[config.mk]
export PLATFORM = sky130hd
export DESIGN_NAME = data_write_buffer
export DESIGN_NICKNAME = d
export VERILOG_FILES = /design/src/rtl/dwb_pkg.sv /design/src/rtl/dwb_entry_cam.sv /design/src/rtl/data_write_buffer.sv
export SDC_FILE = /design/constraint.sdc
export NUM_CORES = 1
export LEC_CHECK = 0
export CAP_MARGIN = 20
export CORE_ASPECT_RATIO = 0.5
export CORE_UTILIZATION = 30
export CTS_CLUSTER_SIZE = 8
export DETAILED_ROUTE_END_ITERATION = 7
export PLACE_DENSITY = 0.54
export SLEW_MARGIN = 25
export SYNTH_ARGS = -nofsm -noshare
export SYNTH_HDL_FRONTEND = slang
export SYNTH_SLANG_ARGS = --single-unit
[constraint.sdc]
create_clock -name CLK -period 4.8 [get_ports CLK]
set_input_delay 0.72 -clock CLK [delete_from_list [all_inputs] [get_ports CLK]]
set_output_delay 0.72 -clock CLK [all_outputs]
set_load 0.02 [all_outputs]
[src/rtl/dwb_pkg.sv]
// Shared widths, default depth and FSM state encoding for the posted-write buffer.
package dwb_pkg;
  localparam int ADDR_W    = 6;
  localparam int DATA_W    = 32;
  localparam int DEPTH_DEF = 4;

  typedef enum logic [1:0] {
    S_IDLE  = 2'd0,
    S_DRAIN = 2'd1,
    S_READ  = 2'd2,
    S_RDONE = 2'd3
  } state_e;
endpackage

[src/rtl/dwb_entry_cam.sv]
// Posted-write entry storage: FIFO pointers, youngest-match read lookup and
// coalescing compare against entries that are not already on their way to memory.
module dwb_entry_cam
  import dwb_pkg::*;
#(
  parameter  int DEPTH = DEPTH_DEF,
  localparam int PW    = $clog2(DEPTH),
  localparam int CW    = PW + 1
) (
  input  logic              clk,
  input  logic              rst_n,
  input  logic              wr_en,
  input  logic [ADDR_W-1:0] wr_addr,
  input  logic [DATA_W-1:0] wr_data,
  input  logic              pop,
  input  logic              head_busy,
  input  logic [ADDR_W-1:0] rd_addr,
  output logic [CW-1:0]     count,
  output logic              wr_match,
  output logic [ADDR_W-1:0] head_addr,
  output logic [DATA_W-1:0] head_data,
  output logic              rd_hit,
  output logic [DATA_W-1:0] rd_data
);
  logic              valid_q [DEPTH];
  logic              valid_d [DEPTH];
  logic [ADDR_W-1:0] addr_q  [DEPTH];
  logic [ADDR_W-1:0] addr_d  [DEPTH];
  logic [DATA_W-1:0] data_q  [DEPTH];
  logic [DATA_W-1:0] data_d  [DEPTH];
  logic [PW-1:0]     head_q, head_d, tail_q, tail_d;
  logic [PW-1:0]     idx, match_idx;
  logic [CW-1:0]     count_q, count_d;

  assign count     = count_q;
  assign head_addr = addr_q[head_q];
  // A coalesce into the head on the launch edge must reach memory with the new data.
  assign head_data = (wr_en && wr_match && match_idx == head_q) ? wr_data : data_q[head_q];

  // Walk oldest to youngest so the last hit wins.
  always_comb begin
    rd_hit    = 1'b0;
    rd_data   = '0;
    wr_match  = 1'b0;
    match_idx = '0;
    idx       = '0;
    for (int k = 0; k < DEPTH; k++) begin
      idx = head_q + PW'(k);
      if (valid_q[idx] && addr_q[idx] == rd_addr) begin
        rd_hit  = 1'b1;
        rd_data = data_q[idx];
      end
      if (valid_q[idx] && addr_q[idx] == wr_addr && !(head_busy && idx == head_q)) begin
        wr_match  = 1'b1;
        match_idx = idx;
      end
    end
  end

  always_comb begin
    valid_d = valid_q;
    addr_d  = addr_q;
    data_d  = data_q;
    head_d  = head_q;
    tail_d  = tail_q;
    count_d = count_q;
    if (pop) begin
      valid_d[head_q] = 1'b0;
      head_d          = head_q + PW'(1);
      count_d         = count_d - CW'(1);
    end
    if (wr_en) begin
      if (wr_match) begin
        data_d[match_idx] = wr_data;
      end else begin
        valid_d[tail_q] = 1'b1;
        addr_d[tail_q]  = wr_addr;
        data_d[tail_q]  = wr_data;
        tail_d          = tail_q + PW'(1);
        count_d         = count_d + CW'(1);
      end
    end
  end

  always_ff @(posedge clk or negedge rst_n) begin
    if (!rst_n) begin
      for (int i = 0; i < DEPTH; i++) begin
        valid_q[i] <= 1'b0;
        addr_q[i]  <= '0;
        data_q[i]  <= '0;
      end
      head_q  <= '0;
      tail_q  <= '0;
      count_q <= '0;
    end else begin
      valid_q <= valid_d;
      addr_q  <= addr_d;
      data_q  <= data_d;
      head_q  <= head_d;
      tail_q  <= tail_d;
      count_q <= count_d;
    end
  end
endmodule

[src/rtl/data_write_buffer.sv]
// Posted write buffer between data cache and data memory with read forwarding,
// coalescing and read-miss priority over drains that have not started.
//   state   | meaning
//   S_IDLE  | no memory request outstanding; pick read miss first, else drain head
//   S_DRAIN | head entry being written to memory
//   S_READ  | cache read miss being fetched from memory
//   S_RDONE | latched read data presented to the cache for one cycle
module data_write_buffer
  import dwb_pkg::*;
#(
  parameter int DEPTH = DEPTH_DEF
) (
  input  logic              CLK,
  input  logic              RESET,
  input  logic              C_READ,
  input  logic              C_WRITE,
  input  logic [ADDR_W-1:0] C_ADDRESS,
  input  logic [DATA_W-1:0] C_WRITEDATA,
  output logic [DATA_W-1:0] C_READDATA,
  output logic              C_BUSYWAIT,
  output logic              M_READ,
  output logic              M_WRITE,
  output logic [ADDR_W-1:0] M_ADDRESS,
  output logic [DATA_W-1:0] M_WRITEDATA,
  input  logic [DATA_W-1:0] M_READDATA,
  input  logic              M_BUSYWAIT
);
  localparam int CW = $clog2(DEPTH) + 1;

  state_e            state_q, state_d;
  logic              m_read_q, m_read_d, m_write_q, m_write_d;
  logic [ADDR_W-1:0] m_addr_q, m_addr_d;
  logic [DATA_W-1:0] m_wdata_q, m_wdata_d, rdata_q, rdata_d;
  logic              seen_q, seen_d;

  logic [CW-1:0]     count;
  logic              full, empty, wr_match, rd_hit, rd_miss, head_busy, wr_en, pop, mem_done;
  logic [ADDR_W-1:0] head_addr;
  logic [DATA_W-1:0] head_data, rd_data;

  assign full      = (count == CW'(DEPTH));
  assign empty     = (count == '0);
  assign rd_miss   = C_READ && !rd_hit;
  assign head_busy = (state_q == S_DRAIN);
  // Completion needs busywait to have been seen high for this request first.
  assign mem_done  = seen_q && !M_BUSYWAIT;
  assign pop       = (state_q == S_DRAIN) && mem_done;
  assign wr_en     = C_WRITE && !C_READ && (wr_match || !full || pop);

  dwb_entry_cam #(.DEPTH(DEPTH)) u_cam (
    .clk       (CLK),
    .rst_n     (RESET),
    .wr_en     (wr_en),
    .wr_addr   (C_ADDRESS),
    .wr_data   (C_WRITEDATA),
    .pop       (pop),
    .head_busy (head_busy),
    .rd_addr   (C_ADDRESS),
    .count     (count),
    .wr_match  (wr_match),
    .head_addr (head_addr),
    .head_data (head_data),
    .rd_hit    (rd_hit),
    .rd_data   (rd_data)
  );

  assign M_READ      = m_read_q;
  assign M_WRITE     = m_write_q;
  assign M_ADDRESS   = m_addr_q;
  assign M_WRITEDATA = m_wdata_q;

  always_comb begin
    C_BUSYWAIT = 1'b0;
    C_READDATA = '0;
    if (!RESET) begin
      C_BUSYWAIT = 1'b0;
    end else if (state_q == S_RDONE) begin
      C_READDATA = rdata_q;
    end else if (C_READ) begin
      C_BUSYWAIT = !rd_hit;
      C_READDATA = rd_hit ? rd_data : '0;
    end else if (C_WRITE) begin
      C_BUSYWAIT = full && !wr_match && !pop;
    end
  end

  always_comb begin
    state_d   = state_q;
    m_read_d  = m_read_q;
    m_write_d = m_write_q;
    m_addr_d  = m_addr_q;
    m_wdata_d = m_wdata_q;
    rdata_d   = rdata_q;
    seen_d    = seen_q;
    case (state_q)
      S_IDLE: begin
        seen_d = 1'b0;
        if (rd_miss) begin
          state_d  = S_READ;
          m_read_d = 1'b1;
          m_addr_d = C_ADDRESS;
        end else if (!empty) begin
          state_d   = S_DRAIN;
          m_write_d = 1'b1;
          m_addr_d  = head_addr;
          m_wdata_d = head_data;
        end
      end
      S_DRAIN, S_READ: begin
        if (M_BUSYWAIT) seen_d = 1'b1;
        if (mem_done) begin
          state_d   = (state_q == S_READ) ? S_RDONE : S_IDLE;
          m_read_d  = 1'b0;
          m_write_d = 1'b0;
          m_addr_d  = '0;
          m_wdata_d = '0;
          seen_d    = 1'b0;
          if (state_q == S_READ) rdata_d = M_READDATA;
        end
      end
      S_RDONE: state_d = S_IDLE;
      default: state_d = S_IDLE;
    endcase
  end

  always_ff @(posedge CLK or negedge RESET) begin
    if (!RESET) begin
      state_q   <= S_IDLE;
      m_read_q  <= 1'b0;
      m_write_q <= 1'b0;
      m_addr_q  <= '0;
      m_wdata_q <= '0;
      rdata_q   <= '0;
      seen_q    <= 1'b0;
    end else begin
      state_q   <= state_d;
      m_read_q  <= m_read_d;
      m_write_q <= m_write_d;
      m_addr_q  <= m_addr_d;
      m_wdata_q <= m_wdata_d;
      rdata_q   <= rdata_d;
      seen_q    <= seen_d;
    end
  end
endmodule

* Yosys cells after proc, flatten, opt, wreduce, memory -nomap -nowiden *
Index checks and enable logic that the tools add are counted.

word-level totals
  bits of input ports = 75
  bits in writable memories = 0
  bits in read-only memories = 0
  latch bits = 0
  output and inout port bits = 73
  memories = 0
  bits in registers = 238
  word-level logic and storage cells = 214

operators by class
  equal/unequal tests = 18
  reductions and logical operators = 46
  divide/modulo/power cells = 0
  magnitude comparators = 9
  mux-type cells = 103
  bitwise gates (word level) = 10
  multipliers = 0
  shifts and indexed selects = 0
  $add $sub $neg = 6

operators with widths
  operator              count
  $mux W32              22
  $bmux W32 S2          4
  $bwmux W128           2
  $demux W32 S2         2
  $mux W128             1
  $mux W6               12
  $pmux W32 S2          1
  $bmux W6 S2           4
  $mux W1               28
  $bwmux W24            1
  $eq A6 B6 Y1          4
  $logic_and A1 B1 Y1   23
  $ge A3 B3 Y1 const B  6
  $not A2 Y3            6
  $mux W2               8
  $demux W6 S2          1
  $mux W4               3
  $pmux W6 S2           1
  $logic_not A1 Y1      10
  $lt A3 B1 Y1 const B  3
  $mux W3               3
  $reduce_and A3 Y1     3
  $bmux W1 S2           4
  $eq A2 B2 Y1          4
  other kinds (23)      36

* Longest topological paths before layout *
Gate-level depths: netlist of the first run.

  depth in word-level cells = 20
  gate-level depth with buffers = 18
  gate-level depth less buffers = 11

* Cells and area by module *
A second synthesis of the first run with hierarchy kept.

second synthesis, totals
  cells, all modules = 2,015
  area total of the unflattened synthesis = 19,317.3 µm²

by module, submodules not included
  module             times used  sequential area each (µm²)  area each (µm²)  cells each
  dwb_entry_cam      1           4,078.9                     15,429.8         1,616
  data_write_buffer  1           1,876.8                     3,887.5          399

* Worst setup path after synthesis of the first run *
No wires, ideal clock.

  path type = register to output
  start = register u_cam.head_q[1]
  end = output C_READDATA[17]
  arrival time = 3.798 ns
  required time = 4.080 ns
  path buffers = 5
  cell stages (with the launch flop) = 13
  slack = 0.282 ns
  cells stage by stage = dfrtp_1 > buf_2 > buf_1 > inv_1 > ha_1 > clkbuf_1 > buf_1 > clkbuf_1 > mux4_2 > a21oi_1 > o21ai_0 > mux2i_1 > o21ai_0

between the ends
  cells in the longest elaborated chain, start to end = 14

ends and longest elaborated chain
  element                                                                 RTL line                                                       source
  from (decl)                                                             dwb_entry_cam.sv:31                                            logic [PW-1:0] head_q, head_d, tail_q, tail_d;
  from (signal assigned)                                                  dwb_entry_cam.sv:92                                            head_q <= '0;
  from (signal assigned)                                                  dwb_entry_cam.sv:99                                            head_q <= head_d;
  $add A2 B1 Y2 / $not A2 Y3 (equally long branches)                      dwb_entry_cam.sv:48, dwb_entry_cam.sv:49, dwb_entry_cam.sv:51
  $not A2 Y3 (implied by the code) / $bmux W6 S2 (equally long branches)  dwb_entry_cam.sv:49, dwb_entry_cam.sv:51
  $bmux W6 S2 / $mux W6 (equally long branches)                           dwb_entry_cam.sv:49                                            if (valid_q[idx] && addr_q[idx] == rd_addr) begin
  $mux W6 (implied by the code)                                           dwb_entry_cam.sv:49
  $mux W6 (implied by the code) / $eq A6 B6 Y1 (equally long branches)    dwb_entry_cam.sv:49
  $eq A6 B6 Y1 / $logic_and A1 B1 Y1 (equally long branches)              dwb_entry_cam.sv:49
  $logic_and A1 B1 Y1, or another cell as far along                       dwb_entry_cam.sv:49
  $mux W32 / $mux W1 (equally long branches) (3 in a row)                 dwb_entry_cam.sv:49
  $mux W32 *                                                              data_write_buffer.sv:81                                        C_READDATA = rd_hit ? rd_data : '0;
  $mux W32 *                                                              data_write_buffer.sv:79                                        end else if (C_READ) begin
  $mux W32 *                                                              data_write_buffer.sv:77                                        end else if (state_q == S_RDONE) begin
  $mux W32 *                                                              data_write_buffer.sv:75                                        if (!RESET) begin
  to (decl)                                                               data_write_buffer.sv:19                                        output logic [DATA_W-1:0] C_READDATA,

Every way passes the cells marked *; elsewhere a longest branch is shown, timed or not. The select of a mux whose other input is x is not followed.

* Worst setup path in the final report of the first run *
  start = register u_cam.head_q[0]
  end = output C_READDATA[31]

RTL lines
  element                                     RTL line                                  source
  $add A2 B2 Y2 *                             dwb_entry_cam.sv:48                       idx = head_q + PW'(k);
  via u_cam.idx[0]                            dwb_entry_cam.sv:32                       logic [PW-1:0] idx, match_idx;
  $not A2 Y3 (implied by the code) *          dwb_entry_cam.sv:49, dwb_entry_cam.sv:51
  $bmux W6 S2                                 dwb_entry_cam.sv:49
  $mux W6 (implied by the code) (2 in a row)  dwb_entry_cam.sv:49
  $eq A6 B6 Y1                                dwb_entry_cam.sv:49
  $logic_and A1 B1 Y1                         dwb_entry_cam.sv:49
  $mux W32 / $mux W1 (equally long branches)  dwb_entry_cam.sv:49
  $mux W32 *                                  data_write_buffer.sv:81
  $mux W32 *                                  data_write_buffer.sv:79
  $mux W32 *                                  data_write_buffer.sv:77
  $mux W32 *                                  data_write_buffer.sv:75

Mark *: on every way through the listed nets, which the timed path passes. The rest lies on a longest branch. The select of a mux whose other input is x is not followed.

==> summary.txt, run 1 <==
Number of synthesized flops with an enable pin: 0
Layer with the highest usage: met2
Root buffer cell: clkbuf_16
FF/Latch Area: 5960 um2
Largest family of logic cells by synthesized area: multiplexers
Max cap viols: 0
Layout cells sized above 1: 26.2%
Die Width: 328 um
Fmax: 216 MHz
Die H: 165 um
Routing usage on met1: 24.5%
RSZ-0062 raised after global routing: yes
CP max FO: 21
Synth cell count leaders: dfrtp_1 (238), mux4_2 (137), nand2_1 (126), o21ai_0 (79), mux2_1 (78)
Vias: 11600
Number of library cell types mapped by synthesis: 63
Clk slew on worst S/H paths: 0.05 ns
Top cell type by total area after synthesis: dfrtp_1
Met2 Use GR: 28.0%
Post-Syn Area: 15900 um2
Critical Path Start Type: flop
Detailed Routing Iterations Pass 1: 6
Crit share post-route: 96.5%
Util after Layout: 36.9%
Post-DR vias/cell: 5.37
Post-route cell area: 19200 um2
Compound-Gate Fraction of Synth Area: 12.7%
Fin crit period: 4.63 ns
# rows: 59
# IOs: 148
GRT Util Overall: 17.3%
Yosys Warn Count: 0
Final hold vios: 0
Final setup skew: 0.0170 ns
DRT Wirelength: 46600 um
Clock Power Share: 16.1%
Clk Latency, worst-skew pair: 0.53 ns
Max Transition Viols Final: 0
DR iter-0 viols: 824
Synth-to-Final Area Change: 20.9%
Clk buf depth: 3
Most common cell in the synthesized netlist: dfrtp_1
Nets: 1545
Reg power frac: 28.2%
Initial cell density of the core: 30.5%
Pwr per Cell Area: 714 nW/um2
Critical path type: reg -> out
Htree depth: 2
FF+latch count, synth: 238
Total negative slack: 0 ns
Fin cells: 2160
Port Buffer Count: 147
CTS buffer count: 35
Kind of end point of the critical path: output port
Sw frac: 40.5%
Status: completed
Hpwl dp: 30300 um
Pleak: 8.09 nW
Hold Path Class: in -> async
Synthesized net count: 1428
# clock sinks: 238
Core area: 52200 um2
Peak VDD IR: 0.453 mV
Slew @ Worst Pin: 0.916 ns
Largest net degree at the start of global routing: 135
DR WL/cell: 21.6 um
Hold Slack: 0.0792 ns
Final antenna-violating net count: 0
Fillers: 5056
Total grt overflow: 0
Async S/R FF share, synth: 100%
Total net switching power: 5.56 mW
Mux cell area share after synthesis: 35.0%
Post-synthesis adder-cell area fraction: 1.26%
Post-Syn Area per Cell: 11.9 um2
DIE AREA: 54100 um2
Critical path arrival: 3.91 ns
Post-DP Area: 18400 um2
Sequential fraction of the synthesis area: 37.4%
Synth area leaders: dfrtp_1 (37%), mux4_2 (19%), mux2_1 (5.5%)
Simple-gate portion of the synthesized area: 6.80%
Area occupied by multi-input gates: 9290 um2
RePlAce Congestion: 0.822
Post-synthesis xor/xnor area fraction: 2.04%
# hold bufs at CTS: 0
Ys flop type: dfrtp_1
Vias in the first global route: 11400
Slew HR: 38.9%
# setup viols final: 0
TritonCTS clock tree: yes
First-pass GRT wire length: 72200 um
CP Data Required Time: 4.08 ns
Dpl cells: 2117
Top cell type's share of synthesized area: 37.4%
Int Power: 8.17 mW
Met3 Use GR: 2.51%
Antenna violations before repair: 1
# DRC: 0
Post-Syn Instances: 1337
Logic pwr share: 55.7%
[registers in the layout, summed over array words and instances, names as in the netlist, 3 cells and up]
signal / count
u_cam.valid_q: 4
M_ADDRESS: 6
rdata_q: 32
u_cam.count: 3
u_cam.addr_q: 24
M_WRITEDATA: 32
u_cam.data_q: 128
[layout make-up]
cell class | instances | area share, %
clock inverters | 3 | 0.136
clock buffers | 38 | 4.61
inverters | 45 | 0.877
well taps | 701 | 4.56
flip-flops and latches | 238 | 31.0
multi-input cells | 929 | 48.2
diodes | 1 | 0.0130
repair buffers | 205 | 10.6
[power groups by stage]
stage | clock network [mW] | registers, mW | logic, mW
after CTS | 2.27 | 3.85 | 7.70
after global placement | 0 | 3.83 | 7.63
after floorplan | 0 | 3.66 | 5.77
after detailed placement | 0 | 3.86 | 7.68
after global routing | 2.35 | 4.01 | 8.26
final | 2.21 | 3.88 | 7.65
[stage by stage]
| step | power (mW) | worst slack [ns] |
|---|---|---|
| after global routing | 14.6 | -0.0555 |
| after CTS | 13.8 | 0.0567 |
| after floorplan | 9.43 | 0.282 |
| after detailed placement | 11.5 | -0.00504 |
| after global placement | 11.5 | 0.0142 |
| final | 13.7 | 0.166 |
[per-layer routing]
layer  vias to the layer above  wire (um)  share of wire (%)
li1                       5246          -                  -
met1                      6034      21400                 46
met2                       273      22400                 48
met3                        49       2020                4.3
met4                         0        750                1.6
met5                         -          0                  0
[cell families after synthesis]
logic type                 Yosys count
buffers and inverters              170
DFF                                238
muxes                              353
adders and majority gates           16
xor gates and xnor gates            37
AOI/OAI and AO/OA                  286
and+or+nand+nor                    237
[critical path, cell delays in order, from the launching register on]
cell,delay [ns]
dfrtp_4,0.51
inv_2,0.16
ha_4,0.27
mux4_2,0.30
xor2_1,0.17
a2111o_1,0.42
a221oi_2,0.28
buf_4,0.18
a211o_2,0.13
o2111ai_4,0.14
buf_4,0.26
o21ai_0,0.18
dlygate4sd2_1,0.37
[path summary, 6_finish.rpt]
kind,to,startpoint,cells past startpoint,slack (ns)
worst max-delay path,C_READDATA[31],u_cam.head_q[0]$_DFFE_PN0P_,12,0.17
worst min-delay path,u_cam.data_q[114]$_DFFE_PN0P_,RESET,1,0.08
worst max register to register,u_cam.addr_q[2]$_DFFE_PN0P_,u_cam.head_q[0]$_DFFE_PN0P_,13,0.61
worst min register to register,M_ADDRESS[1]$_DFFE_PN0P_,M_ADDRESS[1]$_DFFE_PN0P_,2,0.48
max in group asynchronous,u_cam.head_q[0]$_DFFE_PN0P_,RESET,3,2.56
min in group CLK,M_ADDRESS[1]$_DFFE_PN0P_,M_ADDRESS[1]$_DFFE_PN0P_,2,0.48
[placed cells by master (no fill, tap or decap), types with 3 or more instances in the layout]
master             n
ha_1              15
dfrtp_1          236
clkbuf_2          11
o22ai_1            3
nor2_1            35
clkbuf_1           3
clkdlybuf4s50_1  113
and3_1            34
o21ai_0           79
inv_6              3
nand4_1            4
xnor2_1           19
o31ai_2           30
buf_12            16
mux4_2           137
and2_1             5
mux2_4            30
nor2b_1            5
clkbuf_16         35
a21oi_1           73
mux2_2            47
nand3_1            5
nand2b_1           7
mux2i_1           60
mux2_1            78
dlygate4sd2_1     20
buf_4             40
inv_1             44
or3_1              3
nand2_1          126
o211ai_1          32
a21o_1             4
o31ai_1           34
xor2_1            17
[repair_timing]
item	4_1_cts	5_1_grt
resized for setup	35	38
setup buffers	1	0
pin swaps	1	0
endpoints found under the setup margin	33	30
Note: power is estimated with default switching activity, not from simulation.
==> inputs of run 2 (changes only) <==
--- a/config.mk
+++ b/config.mk
@@ -6,11 +6,13 @@
 export NUM_CORES = 1
 export LEC_CHECK = 0
 export CAP_MARGIN = 20
+export CELL_PAD_IN_SITES_DETAIL_PLACEMENT = 1
+export CELL_PAD_IN_SITES_GLOBAL_PLACEMENT = 2
 export CORE_ASPECT_RATIO = 0.5
 export CORE_UTILIZATION = 30
 export CTS_CLUSTER_SIZE = 8
 export DETAILED_ROUTE_END_ITERATION = 7
-export PLACE_DENSITY = 0.54
+export PLACE_DENSITY = 0.71
 export SLEW_MARGIN = 25
 export SYNTH_ARGS = -nofsm -noshare
 export SYNTH_HDL_FRONTEND = slang
==> run 2 against run 1 <==
  * Final cell count increased by 0.69%
  * Hold slack improved by 0.029 ns
  * Highest routed layer unchanged
  * Largest power group unchanged
  * Critical endpoint is now C_READDATA[10]
  * Global-route usage increased by 2.2 points
  * Critical path type unchanged
  * Fmax decreased by 2.8%
  * Clock power about the same
==> summary.txt, run 2 (synthesis results as in run 1) <==
Top delay family on crit path: compound AO/OA/AOI/OAI gates
# setup viols final: 0
Pleak: 8.22 nW
Port Buffer Count: 147
Critical path type: reg -> out
Hold Path Class: in -> async
# hold bufs at CTS: 0
GRT Util Overall: 19.5%
Crit share post-route: 99.3%
Die H: 165 um
# DRC: 0
RSZ-0062 raised after global routing: yes
Peak VDD IR: 0.283 mV
Antenna violations before repair: 0
Vias: 12100
Total grt overflow: 0
Max cap viols: 0
# IOs: 148
Max Transition Viols Final: 0
R2R cell count: 15
DR iter-0 viols: 677
Fin crit period: 4.77 ns
Status: completed
Hpwl dp: 34500 um
Crit path from: u_cam.head_q[0]$_DFFE_PN0P_
Synth-to-Final Area Change: 22.5%
# clock sinks: 238
Pre-CTS setup slack: -0.139 ns
Fin cells: 2175
Total negative slack: 0 ns
Top reg by flops: u_cam.data_q
Worst path bufs/invs: 3
Clk slew on worst S/H paths: 0.05 ns
DRT Wirelength: 53300 um
Critical path's most frequent cell: o21ai_0
CP max FO: 33
Pwr per Cell Area: 728 nW/um2
RR Startpoint: u_cam.head_q[0]$_DFFE_PN0P_
Nets: 1564
CTS buffer count: 35
CP Depth: 12
Kind of end point of the critical path: output port
TritonCTS clock tree: yes
Slew @ Worst Pin: 0.849 ns
Dpl cells: 2131
Htree depth: 2
Core area: 52200 um2
First-pass GRT wire length: 80800 um
DIE AREA: 54100 um2
Crit-path slowest cell: or4_4
Worst-path cell chain: buf_16 > mux2i_4 > xnor2_2 > or4_4 > a221o_1 > buf_12 > and3_1 > a21oi_1 > o21ai_0 > mux2i_1 > o21ai_0 > clkdlybuf4s15_1
Final antenna-violating net count: 0
Clk Latency, worst-skew pair: 0.52 ns
Reg2reg setup slack: 0.48 ns
Post-DR vias/cell: 5.58
Vias in the first global route: 13000
DR WL/cell: 24.5 um
Largest net degree at the start of global routing: 140
# rows: 59
Layout cells sized above 1: 27.1%
Fmax: 210 MHz
Slew HR: 43.4%
Most frequent cells in the layout: dfrtp_1 (236), mux4_2 (137), nand2_1 (126)
Commonest non-fill, non-tap cell in the layout: dfrtp_1
Critical path arrival: 4.05 ns
Critical Path Start Type: flop
Final hold vios: 0
Initial cell density of the core: 30.5%
Final setup skew: 0.0143 ns
Detailed Routing Iterations Pass 1: 5
Worst path max stage delay: 0.57 ns
Max FFs per register: 128
PnR worst setup slack: 0.0334 ns
CP Data Required Time: 4.08 ns
Diode count: 0
Clk buf depth: 3
RePlAce Congestion: 0.831
Root buffer cell: clkbuf_16
Die Width: 328 um
[run 2: changes by cell type in the layout (fill, tap and decap cells not counted), moves of 2 or more]
cell           before  now
inv_6               3    1
buf_16              0    2
clkbuf_1            3    1
o21ai_1             2    4
clkbuf_2           11    6
buf_4              40   55
o21ai_0            79   77
dlygate4sd2_1      20   24
clkbuf_16          35   37
[run 2: worst register-to-register path, cell delays in order, from the launching register on]
cell and delay [ns]:
dfrtp_4 0.49, inv_2 0.12, ha_4 0.40, clkinvlp_4 0.18
mux2i_1 0.20, xor2_1 0.31, a221oi_4 0.07, buf_12 0.15
bufbuf_16 0.31, nor4_1 0.42, o21ai_1 0.14, a211o_1 0.40
buf_4 0.27, o21a_2 0.25, buf_4 0.24, o31ai_1 0.27
[run 2: where the power goes]
part,internal [mW],switching [mW]
Combinational,4.11,3.95
Sequential,2.93,1.02
Clock,1.30,0.893
Total,8.34,5.87
[run 2: per-stage QoR]
stage / power [mW] / area (um2) / hold WS, ns / util (%)
after global placement: 11.5 / 18500 / 0.462 / 35.4
after CTS: 14.2 / 19400 / 0.124 / 37.2
after detailed placement: 11.9 / 18500 / 0.471 / 35.4
final: 14.2 / 19500 / 0.108 / 37.4
after floorplan: 9.43 / 15900 / 0.424 / -
after global routing: 15.1 / 19500 / 0.130 / 37.4
[run 2: repair_timing]
| action | 4_1_cts | 5_1_grt |
|---|---|---|
| cloned | 1 | 2 |
| gates resized for setup | 36 | 29 |
| pin swaps | 0 | 0 |
| buffers inserted | 1 | 2 |
| setup endpoints to repair | 33 | 20 |
[run 2: area by class of cell]
| cell class | count | area [um2] |
|---|---|---|
| clock buffer | 37 | 893 |
| clock inverter | 1 | 8.76 |
| fill | 5529 | 32700 |
| inverter | 45 | 173 |
| multi-input combinational | 929 | 9300 |
| sequential | 238 | 5960 |
| tap | 701 | 877 |
| timing repair buffer | 224 | 2290 |
[run 2: final timing paths]
| path | end |
|---|---|
| setup / recovery | C_READDATA[10] |
| hold / removal | u_cam.data_q[116]$_DFFE_PN0P_ |
| setup reg to reg | u_cam.data_q[64]$_DFFE_PN0P_ |
| hold reg to reg | M_WRITEDATA[23]$_DFFE_PN0P_ |
| max in group asynchronous | u_cam.head_q[1]$_DFFE_PN0P_ |
| min in group CLK | M_WRITEDATA[23]$_DFFE_PN0P_ |
[run 2: routing by layer]
metal  wire [um]  track usage [%]  up-vias
met1       23700             26.1     6467
met3        2170             2.51       79
li1            -                -     5294
met2       26300             33.2      297
met4        1090             5.61        0
met5           0                0        -
